File: config.mk
export PLATFORM = sky130hd
export DESIGN_NAME = rf_wb_arbiter
export DESIGN_NICKNAME = d
export VERILOG_FILES = /design/src/rtl/rf_wb_arbiter.sv
export SDC_FILE = /design/constraint.sdc
export NUM_CORES = 1
export LEC_CHECK = 0
export ABC_AREA = 1
export ABC_CLOCK_PERIOD_IN_PS = 6800
export BUFFER_PORTS_ARGS = -buffer_cell sky130_fd_sc_hd__buf_2
export CORE_AREA = 2 2 112 114
export DETAILED_ROUTE_END_ITERATION = 8
export DIE_AREA = 0 0 114 116
export PLACE_DENSITY = 0.79
export RECOVER_POWER = 100
export SYNTH_ARGS = -nofsm -noshare
export SYNTH_HDL_FRONTEND = slang
export SYNTH_SLANG_ARGS = --single-unit
File: constraint.sdc
create_clock -name clk -period 6.8 [get_ports clk]
set_input_delay 0.68 -clock clk [delete_from_list [all_inputs] [get_ports clk]]
set_output_delay 0.68 -clock clk [all_outputs]
set_load 0.02 [all_outputs]
File: src/rtl/rf_wb_arbiter.sv
// Register-file write-port arbiter and pending-write scoreboard.
// Two writeback sources share the single RF write port. Decode gets a hazard
// flag for any operand whose write has not yet landed in the RF.
module rf_wb_arbiter #(
    parameter int unsigned AW   = 5,
    parameter int unsigned DW   = 32,
    parameter int unsigned NREG = 32
) (
    input  logic          clk,
    input  logic          rst,
    input  logic          iss_valid,
    input  logic [AW-1:0] iss_rd,
    output logic          iss_ready,
    input  logic          wb0_valid,
    input  logic [AW-1:0] wb0_rd,
    input  logic [DW-1:0] wb0_data,
    output logic          wb0_ready,
    input  logic          wb1_valid,
    input  logic [AW-1:0] wb1_rd,
    input  logic [DW-1:0] wb1_data,
    output logic          wb1_ready,
    input  logic [AW-1:0] rs1,
    input  logic [AW-1:0] rs2,
    output logic          hazard,
    output logic          rf_wr,
    output logic [AW-1:0] rf_a3,
    output logic [DW-1:0] rf_wd,
    output logic [AW:0]   pend_cnt,
    output logic          err
);

    localparam int unsigned CW = AW + 1;

    logic [NREG-1:0] pending;
    logic [NREG-1:0] pending_nxt;
    logic            last_grant;   // 0: source 0 won last, 1: source 1 won last
    logic            gnt0;
    logic            gnt1;
    logic            grant;
    logic [AW-1:0]   gnt_rd;
    logic [DW-1:0]   gnt_data;
    logic            gnt_wr;
    logic            iss_set;
    logic            rs1_dep;
    logic            rs2_dep;
    logic [CW-1:0]   cnt_nxt;
    logic            err_nxt;

    // Round-robin arbitration: a lone requester wins, a conflict goes to the
    // source that did not win last.
    always_comb begin
        gnt0     = wb0_valid & (~wb1_valid | last_grant);
        gnt1     = wb1_valid & (~wb0_valid | ~last_grant);
        grant    = gnt0 | gnt1;
        gnt_rd   = gnt1 ? wb1_rd   : wb0_rd;
        gnt_data = gnt1 ? wb1_data : wb0_data;
        gnt_wr   = grant & (gnt_rd != '0);
    end

    assign wb0_ready = gnt0;
    assign wb1_ready = gnt1;

    // Issue is refused while its destination still has a write outstanding.
    always_comb begin
        iss_ready = ~pending[iss_rd] | (iss_rd == '0);
        iss_set   = iss_valid & iss_ready & (iss_rd != '0);
    end

    // Operand hazard: pending in the scoreboard, or being written right now
    // (the RF commits on the negedge of the rf_wr cycle).
    always_comb begin
        rs1_dep = (rs1 != '0) & (pending[rs1] | (rf_wr & (rf_a3 == rs1)));
        rs2_dep = (rs2 != '0) & (pending[rs2] | (rf_wr & (rf_a3 == rs2)));
        hazard  = rs1_dep | rs2_dep;
    end

    // Next scoreboard contents; a set on the same register overrides a clear.
    always_comb begin
        pending_nxt = pending;
        if (grant) begin
            pending_nxt[gnt_rd] = 1'b0;
        end
        if (iss_set) begin
            pending_nxt[iss_rd] = 1'b1;
        end
        pending_nxt[0] = 1'b0;
    end

    // Population count of the next scoreboard so pend_cnt tracks pending.
    always_comb begin
        cnt_nxt = '0;
        for (int unsigned i = 0; i < NREG; i++) begin
            cnt_nxt = cnt_nxt + CW'(pending_nxt[i]);
        end
    end

    // Protocol errors: write to a register nobody issued, or both sources
    // targeting the same nonzero register at once.
    always_comb begin
        err_nxt = err;
        if (gnt_wr && !pending[gnt_rd]) begin
            err_nxt = 1'b1;
        end
        if (wb0_valid && wb1_valid && (wb0_rd == wb1_rd) && (wb0_rd != '0)) begin
            err_nxt = 1'b1;
        end
    end

    // Scoreboard, arbitration history and error state.
    always_ff @(posedge clk) begin
        if (rst) begin
            pending    <= '0;
            pend_cnt   <= '0;
            last_grant <= 1'b1;
            err        <= 1'b0;
        end else begin
            pending  <= pending_nxt;
            pend_cnt <= cnt_nxt;
            err      <= err_nxt;
            if (grant) begin
                last_grant <= gnt1;
            end
        end
    end

    // Registered RF write port; address and data hold when idle.
    always_ff @(posedge clk) begin
        if (rst) begin
            rf_wr <= 1'b0;
            rf_a3 <= '0;
            rf_wd <= '0;
        end else begin
            rf_wr <= gnt_wr;
            if (gnt_wr) begin
                rf_a3 <= gnt_rd;
                rf_wd <= gnt_data;
            end
        end
    end

endmodule

# Word-level counts from Yosys, hierarchy flattened
# Index checks and enable logic that the tools add are counted.
dict set report word_totals {
  reg_bits 78
  in_bits 94
  out_inout_bits 49
  word_cells 102
}
dict set report op_classes {
  add_sub_neg 30
  order_cmp 6
  eq_ne 3
  mux 18
  bitwise 23
  n_reduce_logical 14
}
# op n
set op_table {}
lappend op_table {{adder 6 x 1 -> 6 bit} 25}
lappend op_table {{2-to-1 mux 32 bit} 3}
lappend op_table {{bitwise AND 32 bit} 1}
lappend op_table {{inverter 32 bit} 1}
lappend op_table {{OR 32 bit} 1}
lappend op_table {{nonzero test 5 bit} 5}
lappend op_table {{< comparator 5 x 6 -> 1 bit (second input constant)} 4}
lappend op_table {{binary-select mux 1 bit (select 5 bit)} 4}
lappend op_table {{== test 5 bit} 3}
lappend op_table {{demux 1 bit (select 5 bit)} 2}
lappend op_table {{>= comparator 5 x 1 -> 1 bit (second input constant)} 2}
lappend op_table {{bitwise AND 1 bit} 9}
lappend op_table {{2-to-1 mux 1 bit} 8}
lappend op_table {{OR 1 bit} 7}
lappend op_table {{adder 5 x 1 -> 6 bit} 1}
lappend op_table {{logical AND 1 bit} 6}
lappend op_table {{adder 4 x 1 -> 5 bit} 1}
lappend op_table {{zero test 5 bit} 1}
lappend op_table {{2-to-1 mux 5 bit} 1}
lappend op_table {{adder 3 x 1 -> 4 bit} 1}
lappend op_table {{inverter 1 bit} 4}
lappend op_table {{adder 2 x 1 -> 3 bit} 1}
lappend op_table {{adder 1 x 1 -> 2 bit} 1}
lappend op_table {{nonzero test 2 bit} 1}
lappend op_table {{zero test 1 bit} 1}

# Depth between registers and ports, before layout
# Gate-level depths: netlist of the first run.
dict set report logic_depth {
  word_depth 43
  depth_mapped 30
}

# Worst setup path after synthesis of the first run
# Ideal clock, no wire load.
dict set report synth_path {
  kind {input-to-reg}
  startpoint {input iss_rd[1]}
  endpoint {register pend_cnt[4]}
  setup_time_ps 70
  arrival_time_ps 6083
  path_slack_ps 647
  path_stages 27
  path_cell_list {inv_1 nor2_2 inv_2 buf_4 o22ai_1 o21ai_1 nand2_1 nor2_4 nand2_1 nor2_2 buf_6 a21oi_1 fa_1 inv_1 fa_1 inv_1 fa_1 inv_1 fa_1 fa_1 fa_1 fa_1 fa_1 a21oi_1 o21ba_2 o21ai_0 a21oi_1}
}
dict set report synth_between {
  elab_chain_len 37
}
# element line
set synth_rtl {}
lappend synth_rtl {{start, declared} 12} ;# input logic [AW-1:0] iss_rd,
lappend synth_rtl {{binary-select mux 1 bit (select 5 bit)} 65} ;# iss_ready = ~pending[iss_rd] | (iss_rd == '0);
lappend synth_rtl {{2-to-1 mux 1 bit (implied by the code)} 65}
lappend synth_rtl {{inverter 1 bit} 65}
lappend synth_rtl {{OR 1 bit} 65}
lappend synth_rtl {{bitwise AND 1 bit (2 in series)} 66} ;# iss_set = iss_valid & iss_ready & (iss_rd != '0);
lappend synth_rtl {{2-to-1 mux 32 bit (*)} 83} ;# if (iss_set) begin
lappend synth_rtl {{adder 1 x 1 -> 2 bit} 93} ;# cnt_nxt = cnt_nxt + CW'(pending_nxt[i]);
lappend synth_rtl {{adder 2 x 1 -> 3 bit} 93}
lappend synth_rtl {{adder 3 x 1 -> 4 bit} 93}
lappend synth_rtl {{adder 4 x 1 -> 5 bit} 93}
lappend synth_rtl {{adder 5 x 1 -> 6 bit} 93}
lappend synth_rtl {{adder 6 x 1 -> 6 bit (24 in series)} 93}
lappend synth_rtl {{adder 6 x 1 -> 6 bit (*)} 93}
lappend synth_rtl {{end signal, assigned} 118} ;# pend_cnt <= cnt_nxt;
lappend synth_rtl {{end, declared} 28} ;# output logic [AW:0] pend_cnt,
# Every way passes the cells marked *; elsewhere a longest branch is shown, timed or not. The select of a mux whose other input is x is not followed.
# A chain may end at the register's enable or synchronous reset.

# Worst setup path in the final report of the first run
dict set report layout_path {
  startpoint {input iss_rd[0]}
  endpoint {register pend_cnt[4]}
}
# The elaborated chain is that of the path after synthesis.

==> results of run 1 <==
## cell usage after synthesis
cell type  instances  share of area [%]
inv_1            126                8.0
clkbuf_1          23                1.5
o211ai_1           6               0.76
nor2_1            50                3.2
ha_1               7                1.5
buf_2              9               0.76
a31oi_1           33                3.5
a21oi_1           92                7.8
a21oi_2            2               0.30
a221oi_1           3               0.44
nand2_2            8               0.85
a41oi_1            1               0.15
nor2_2             4               0.42
o22ai_1           16                1.7
nand2_1          182                 12
buf_6              8                1.5
xnor2_1            1               0.15
nand3_1           50                4.2
buf_4              8                1.0
a22oi_1            2               0.25
inv_2              4               0.25
nand4_1           33                3.5
nor3_1            12                1.0
o21ai_1           31                2.6
o221ai_1           1               0.15
xor2_1             1               0.15
fa_1              23                7.8
o21ai_2            1               0.15
a211oi_1           3               0.38
buf_1              2               0.13
and2_1             7               0.74
o21ai_0           64                5.4
dfxtp_1           77                 26
nor2_4             2               0.38
o21ba_2            1               0.17
clkinv_1           1              0.063
nand3_2            3               0.51
or2_2              1               0.11
nor3_2             1               0.17
nand2_4            4               0.76
## sequential cells by signal, summed over array words and instances (netlist names)
name / count
pend_cnt: 6
rf_wr: 1
rf_wd: 32
rf_a3: 5
pending: 31
err: 1
last_grant: 1
## worst min path at each step
stage,start,to,slack [ps],cells past startpoint
2_1_floorplan,pending[25]$_SDFF_PP0_,pending[25]$_SDFF_PP0_,490,2
3_3_place_gp,rf_a3[2]$_SDFFE_PP0P_,rf_a3[2]$_SDFFE_PP0P_,470,2
3_5_place_dp,rf_a3[2]$_SDFFE_PP0P_,rf_a3[2]$_SDFFE_PP0P_,480,2
4_1_cts,rf_a3[2]$_SDFFE_PP0P_,rf_a3[2]$_SDFFE_PP0P_,490,2
5_1_grt,rf_a3[2]$_SDFFE_PP0P_,rf_a3[2]$_SDFFE_PP0P_,530,2
6_report,rf_a3[2]$_SDFFE_PP0P_,rf_a3[2]$_SDFFE_PP0P_,490,2
## cells by family (layout without fill, tap and decap cells)
logic type | after synthesis | count (layout) | share of synthesized area [%]
XOR/XNOR | 2 | 2 | 0.296
flip-flops | 77 | 77 | 26.1
adder cells (fa/ha/maj) | 30 | 30 | 9.27
buffers and inverters | 181 | 312 | 13.2
AND/OR/NAND/NOR | 357 | 357 | 27.4
AO/OA/AOI/OAI | 256 | 256 | 23.8
## worst register-to-register path: cells and delay by family (launching register included)
kind / cells / cell delay, ps
AO/OA/AOI/OAI: 6 / 940
adder cells (fa/ha/maj): 8 / 3840
buffers and inverters: 1 / 60
flip-flops: 1 / 370
AND/OR/NAND/NOR: 6 / 960
## layout make-up
| type | count | share of cell area [%] |
|---|---|---|
| Sequential cell | 77 | 22.2 |
| Timing Repair Buffer | 165 | 11.8 |
| Tap cell | 147 | 2.65 |
| Clock inverter | 7 | 1.17 |
| Multi-Input combinational cell | 645 | 51.8 |
| Inverter | 131 | 7.10 |
| Clock buffer | 9 | 3.25 |
## layer usage
| layer | share of wire, % | routed length [um] | GRT usage (%) |
|---|---|---|---|
| met1 | 40 | 8140 | 39.7 |
| met3 | 9.7 | 1980 | 6.85 |
| met2 | 46 | 9340 | 48.6 |
| met5 | 0 | 0 | 0 |
| met4 | 4.8 | 979 | 14.4 |
## stage by stage
| stage | total power, uW | hold WS [ps] | instance area, um^2 | std cells | utilization, % |
|---|---|---|---|---|---|
| floorplan | 718 | 490 | 5910 | 903 | - |
| detailed placement | 824 | 478 | 6700 | 1165 | 56.2 |
| CTS | 1330 | 487 | 7000 | 1181 | 58.8 |
| global route | 1380 | 533 | 6930 | 1181 | 58.2 |
| global placement | 822 | 474 | 6700 | 1165 | 56.2 |
| finish | 1320 | 489 | 6930 | 1181 | 58.2 |
## report_power, final
part / internal [uW] / switching (uW) / total (uW) / leakage (uW)
logic: 104 / 213 / 317 / 0.00238
registers: 479 / 18.2 / 498 / 0.000632
clock network: 291 / 218 / 509 / 0.000152
==> results.json, run 1 <==
{
  "critPathTopFamily": "adder cells",
  "drcViolationCount": 0,
  "setup_viol": 0,
  "reg2reg_to": "pend_cnt[4]$_SDFF_PP0_",
  "grt_pass1_vias": 6161,
  "clock-skew-final_ps": 12.6,
  "hold_path_class": "flop to flop",
  "rr_worst_depth": 21,
  "r2r_setup_slack_ps": 580,
  "p_per_area_nw_per_um2": 191,
  "finalHoldViolCount": 0,
  "multi_input_area_um2": 3590,
  "wl_per_cell_um": 17.3,
  "via_count": 6861,
  "ys_seq_area_share_pct": 26.1,
  "ys_ff_latch": 77,
  "r2r_start": "last_grant$_SDFFE_PP1N_",
  "grt_pass1_wl_um": 31600,
  "area_delta_synth_final_pct": 17.2,
  "die_w_um": 114,
  "syn_inst": 903,
  "final_cell_mix": "nand2_1, inv_1, a21oi_1",
  "cp.required_ps": 7080,
  "grt_max_degree": 74,
  "min_period_over_period_pct": 95.0,
  "gp_congestion": 1.04,
  "dr.pass1.iters": 6,
  "die_y_um": 116,
  "cp_cell_sequence": "buf_2 -> nand2_1 -> buf_4 -> o22ai_1 -> o21ai_1 -> nand2_1 -> nor2_4 -> buf_4 -> nand4_1 -> and2_0 -> fa_1 -> fa_1 -> fa_1 -> inv_1 -> fa_1 -> fa_1 -> fa_1 -> fa_1 -> fa_1 -> a21oi_1 -> o21ba_2 -> o21ai_0 -> a21oi_1",
  "nNetsFinal": 1153,
  "cts_num_sinks": 77,
  "crit_path_max_incr_delay_ps": 540,
  "drt_iter0_drc": 776,
  "finalCriticalPeriod_ps": 6460,
  "path_max_fanout": 12,
  "slew_viol_final": 113,
  "cp-endpoint": "pend_cnt[4]$_SDFF_PP0_",
  "critPathKind": "input pin to flop",
  "crit_top_cell": "fa_1",
  "clk_path_buf_depth": 2,
  "fin_tns_setup_ps": 0,
  "p_leak_uw": 0.00317,
  "ant_nets": 0,
  "fmax_mhz": 155,
  "dpl_worst_slack_ps": 58.6,
  "worst_slew_pin_slew_ps": 2690,
  "regArea_um2": 1540,
  "cts_hold_buffers": 0,
  "peakVddDrop_uv": 162,
  "core-area_um2": 11900,
  "die-area_um2": 13200,
  "start_util_pct": 49.6,
  "rsz0062_at_grt": "no",
  "crit_path_start": "iss_rd[0]",
  "crit_arrival_ps": 6730,
  "final_common_cell": "nand2_1",
  "yosys_warnings": 0,
  "antenna_found_initial": 0,
  "track_usage_pct": 30.6,
  "cp.depth": 23,
  "worst_setup_path_start_kind": "input pin",
  "worst_slack_ps": 342,
  "drv_cap": 2,
  "fillCellCount": 1159,
  "ioPinCount": 143,
  "path_buf_inv": 4,
  "relSlewSlack_pct": -79.5,
  "postCtsSetupBuffers": 0,
  "syn-num-nets": 1027,
  "post_cts_resized": 0,
  "cp-end-kind": "flop",
  "drt_wl_total_um": 20400,
  "cts_tree": "yes",
  "synth.distinct_cells": 40,
  "clk_pin_slew_worst_paths_ps": 70,
  "syn_avg_cell_area_um2": 6.55,
  "drive_above_1_share_pct": 15.4,
  "dp_hpwl_um": 15300,
  "cts_root_buf": "clkbuf_16",
  "failed_checks": "capacitance limit, slew limit",
  "cts_buffers": 9,
  "portBuffers": 142,
  "syn-cell-area_um2": 5910,
  "rows": 40,
  "via_per_inst": 5.81,
  "clk_latency_ps": 340,
  "cp_slowest_cell": "fa_1",
  "overflow": 0,
  "htree_num_levels": 3,
  "insertedDiodeCount": 0,
  "status": "finished, violations left"
}
Power figures use the tool's default switching activity.
==> run 2, diff against run 1 <==
--- a/config.mk
+++ b/config.mk
@@ -8,10 +8,10 @@
 export ABC_AREA = 1
 export ABC_CLOCK_PERIOD_IN_PS = 6800
 export BUFFER_PORTS_ARGS = -buffer_cell sky130_fd_sc_hd__buf_2
-export CORE_AREA = 2 2 112 114
+export CORE_AREA = 2 2 107 109
 export DETAILED_ROUTE_END_ITERATION = 8
-export DIE_AREA = 0 0 114 116
-export PLACE_DENSITY = 0.79
+export DIE_AREA = 0 0 109 111
+export PLACE_DENSITY = 0.86
 export RECOVER_POWER = 100
 export SYNTH_ARGS = -nofsm -noshare
 export SYNTH_HDL_FRONTEND = slang
==> results.json, run 2 (synthesized netlist as in run 1, its figures left out) <==
{
  "crit_path_start": "iss_rd[0]",
  "worst_setup_path_start_kind": "input pin",
  "p_per_area_nw_per_um2": 187,
  "dr.pass1.iters": 6,
  "grt_max_degree": 74,
  "p_leak_uw": 0.00313,
  "drive_above_1_share_pct": 15.0,
  "cts_buffers": 9,
  "drt_iter0_drc": 791,
  "wl_met1_um": 7830,
  "crit_path_max_incr_delay_ps": 540,
  "fin_tns_setup_ps": 0,
  "clk_latency_ps": 340,
  "drt_wl_total_um": 19800,
  "via_per_inst": 5.82,
  "clock-skew-final_ps": 11.8,
  "cp_slowest_cell": "fa_1",
  "area_delta_synth_final_pct": 16.3,
  "cts_root_buf": "clkbuf_16",
  "postCtsSetupBuffers": 0,
  "cp-end-kind": "flop",
  "grt_pass1_vias": 6406,
  "peakVddDrop_uv": 149,
  "cts_tree": "yes",
  "slew_viol_final": 113,
  "reg_top3": "rf_wd (32), pending (31), pend_cnt (6)",
  "die_w_um": 109,
  "ioPinCount": 143,
  "final_cell_mix": "nand2_1, inv_1, a21oi_1",
  "wl_met2_um": 8950,
  "start_util_pct": 53.4,
  "via_count": 6822,
  "relSlewSlack_pct": -76.5,
  "status": "finished, violations left",
  "stdcell_area_um2": 6880,
  "gp_congestion": 0.988,
  "drcViolationCount": 0,
  "cp.required_ps": 7070,
  "crit_arrival_ps": 6670,
  "wl_per_cell_um": 16.9,
  "nNetsFinal": 1148,
  "drv_cap": 2,
  "crit_top_cell": "fa_1",
  "grt_pass1_wl_um": 31700,
  "die-area_um2": 12100,
  "fmax_mhz": 156,
  "final_common_cell": "nand2_1",
  "cts_num_sinks": 77,
  "htree_num_levels": 3,
  "place_area_um2": 6650,
  "dp_hpwl_um": 14900,
  "track_usage_pct": 33.4,
  "largest_register": "rf_wd",
  "total_power_uw": 1290,
  "clk_pin_slew_worst_paths_ps": 70,
  "die_y_um": 111,
  "largest_reg_flops": 32,
  "r2r_start": "last_grant$_SDFFE_PP1N_",
  "setup_viol": 0,
  "antenna_found_initial": 1,
  "overflow": 0,
  "finalHoldViolCount": 0,
  "cp_cell_sequence": "buf_2 -> nor2_1 -> inv_2 -> o22ai_1 -> o21ai_0 -> nand2_1 -> nor2_4 -> buf_4 -> nand4_1 -> and2_0 -> fa_1 -> fa_1 -> fa_1 -> inv_1 -> fa_1 -> fa_1 -> fa_1 -> fa_1 -> fa_1 -> a21oi_1 -> o21ba_2 -> o21ai_0 -> a21oi_1",
  "fillCellCount": 1037,
  "portBuffers": 142,
  "finalCriticalPeriod_ps": 6390,
  "ant_nets": 0,
  "min_period_over_period_pct": 94.0,
  "rsz0062_at_grt": "no",
  "rows": 39,
  "path_buf_inv": 4,
  "min_from": "rf_a3[2]$_SDFFE_PP0P_",
  "core-area_um2": 11100,
  "critPathTopFamily": "adder cells",
  "critPathKind": "input pin to flop",
  "path_max_fanout": 31,
  "hold_path_class": "flop to flop",
  "insertedDiodeCount": 0,
  "worst_slew_pin_slew_ps": 2650,
  "clk_path_buf_depth": 2,
  "failed_checks": "capacitance limit, slew limit",
  "routed.top_layer": "met4",
  "routed-wl-met3_um": 1750
}
run 2: cell count changes in the layout (fill, tap and decap cells not counted), moves of 2 or more:
cell and delta:
clkinvlp_4 +2, o21ai_0 -3, o21ai_1 +3, inv_6 +2, clkinv_4 -2, buf_4 -7
run 2: per-layer routing:
| layer | global-route usage, % | vias to the layer above |
|---|---|---|
| met5 | 0 | - |
| met4 | 20.2 | 0 |
| met3 | 6.88 | 92 |
| met2 | 50.9 | 385 |
| met1 | 43.0 | 3080 |
| li1 | - | 3265 |
run 2: repair_timing:
item | 4_1_cts | 5_1_grt
hold buffers | 0 | 0
endpoints found under the setup margin | 0 | 1
gates resized for setup | 0 | 3
run 2: through the flow:
stage,hold WS [ps],setup slack (ps),utilization [%],instances
after floorplan,490,647,-,903
after global placement,471,151,60.1,1156
after detailed placement,476,58.8,60.1,1156
after CTS,487,394,62.7,1172
after global routing,503,7.45,62.1,1172
final,495,406,62.1,1172
run 2: power by group:
part / internal (uW) / total (uW) / switching, uW
clock network: 255 / 474 / 219
logic: 104 / 313 / 210
registers: 479 / 499 / 19.2
run 2: cell type report:
| class | count | area (um^2) | area share (%) |
|---|---|---|---|
| Multi-Input combinational cell | 645 | 3600 | 52.4 |
| Sequential cell | 77 | 1540 | 22.4 |
| Timing Repair Buffer | 160 | 778 | 11.3 |
| Inverter | 131 | 492 | 7.15 |
| Clock buffer | 9 | 225 | 3.27 |
| Tap cell | 143 | 179 | 2.60 |
| Clock inverter | 7 | 61.3 | 0.891 |
run 2: worst reg2reg max path: stages, from the launching register on:
cell and delay (ps):
dfxtp_1 370, nand2_4 100, nand2_4 190, nand2_1 70
nand2_1 200, nand2_1 110, nor2_1 220, inv_1 120
o21ai_0 290, nand2_1 130, fa_1 510, inv_1 50
fa_1 470, fa_1 520, inv_1 60, fa_1 480
fa_1 540, fa_1 430, fa_1 420, fa_1 410
a21oi_1 170, o21ba_2 150, o21ai_0 70, a21oi_1 160
run 2: final timing paths:
check | slack, ps | cells after the start | to
setup / recovery | 410 | 23 | pend_cnt[4]$_SDFF_PP0_
setup reg to reg | 500 | 23 | pend_cnt[4]$_SDFF_PP0_
hold reg to reg | 500 | 2 | rf_a3[2]$_SDFFE_PP0P_
hold / removal | 500 | 2 | rf_a3[2]$_SDFFE_PP0P_
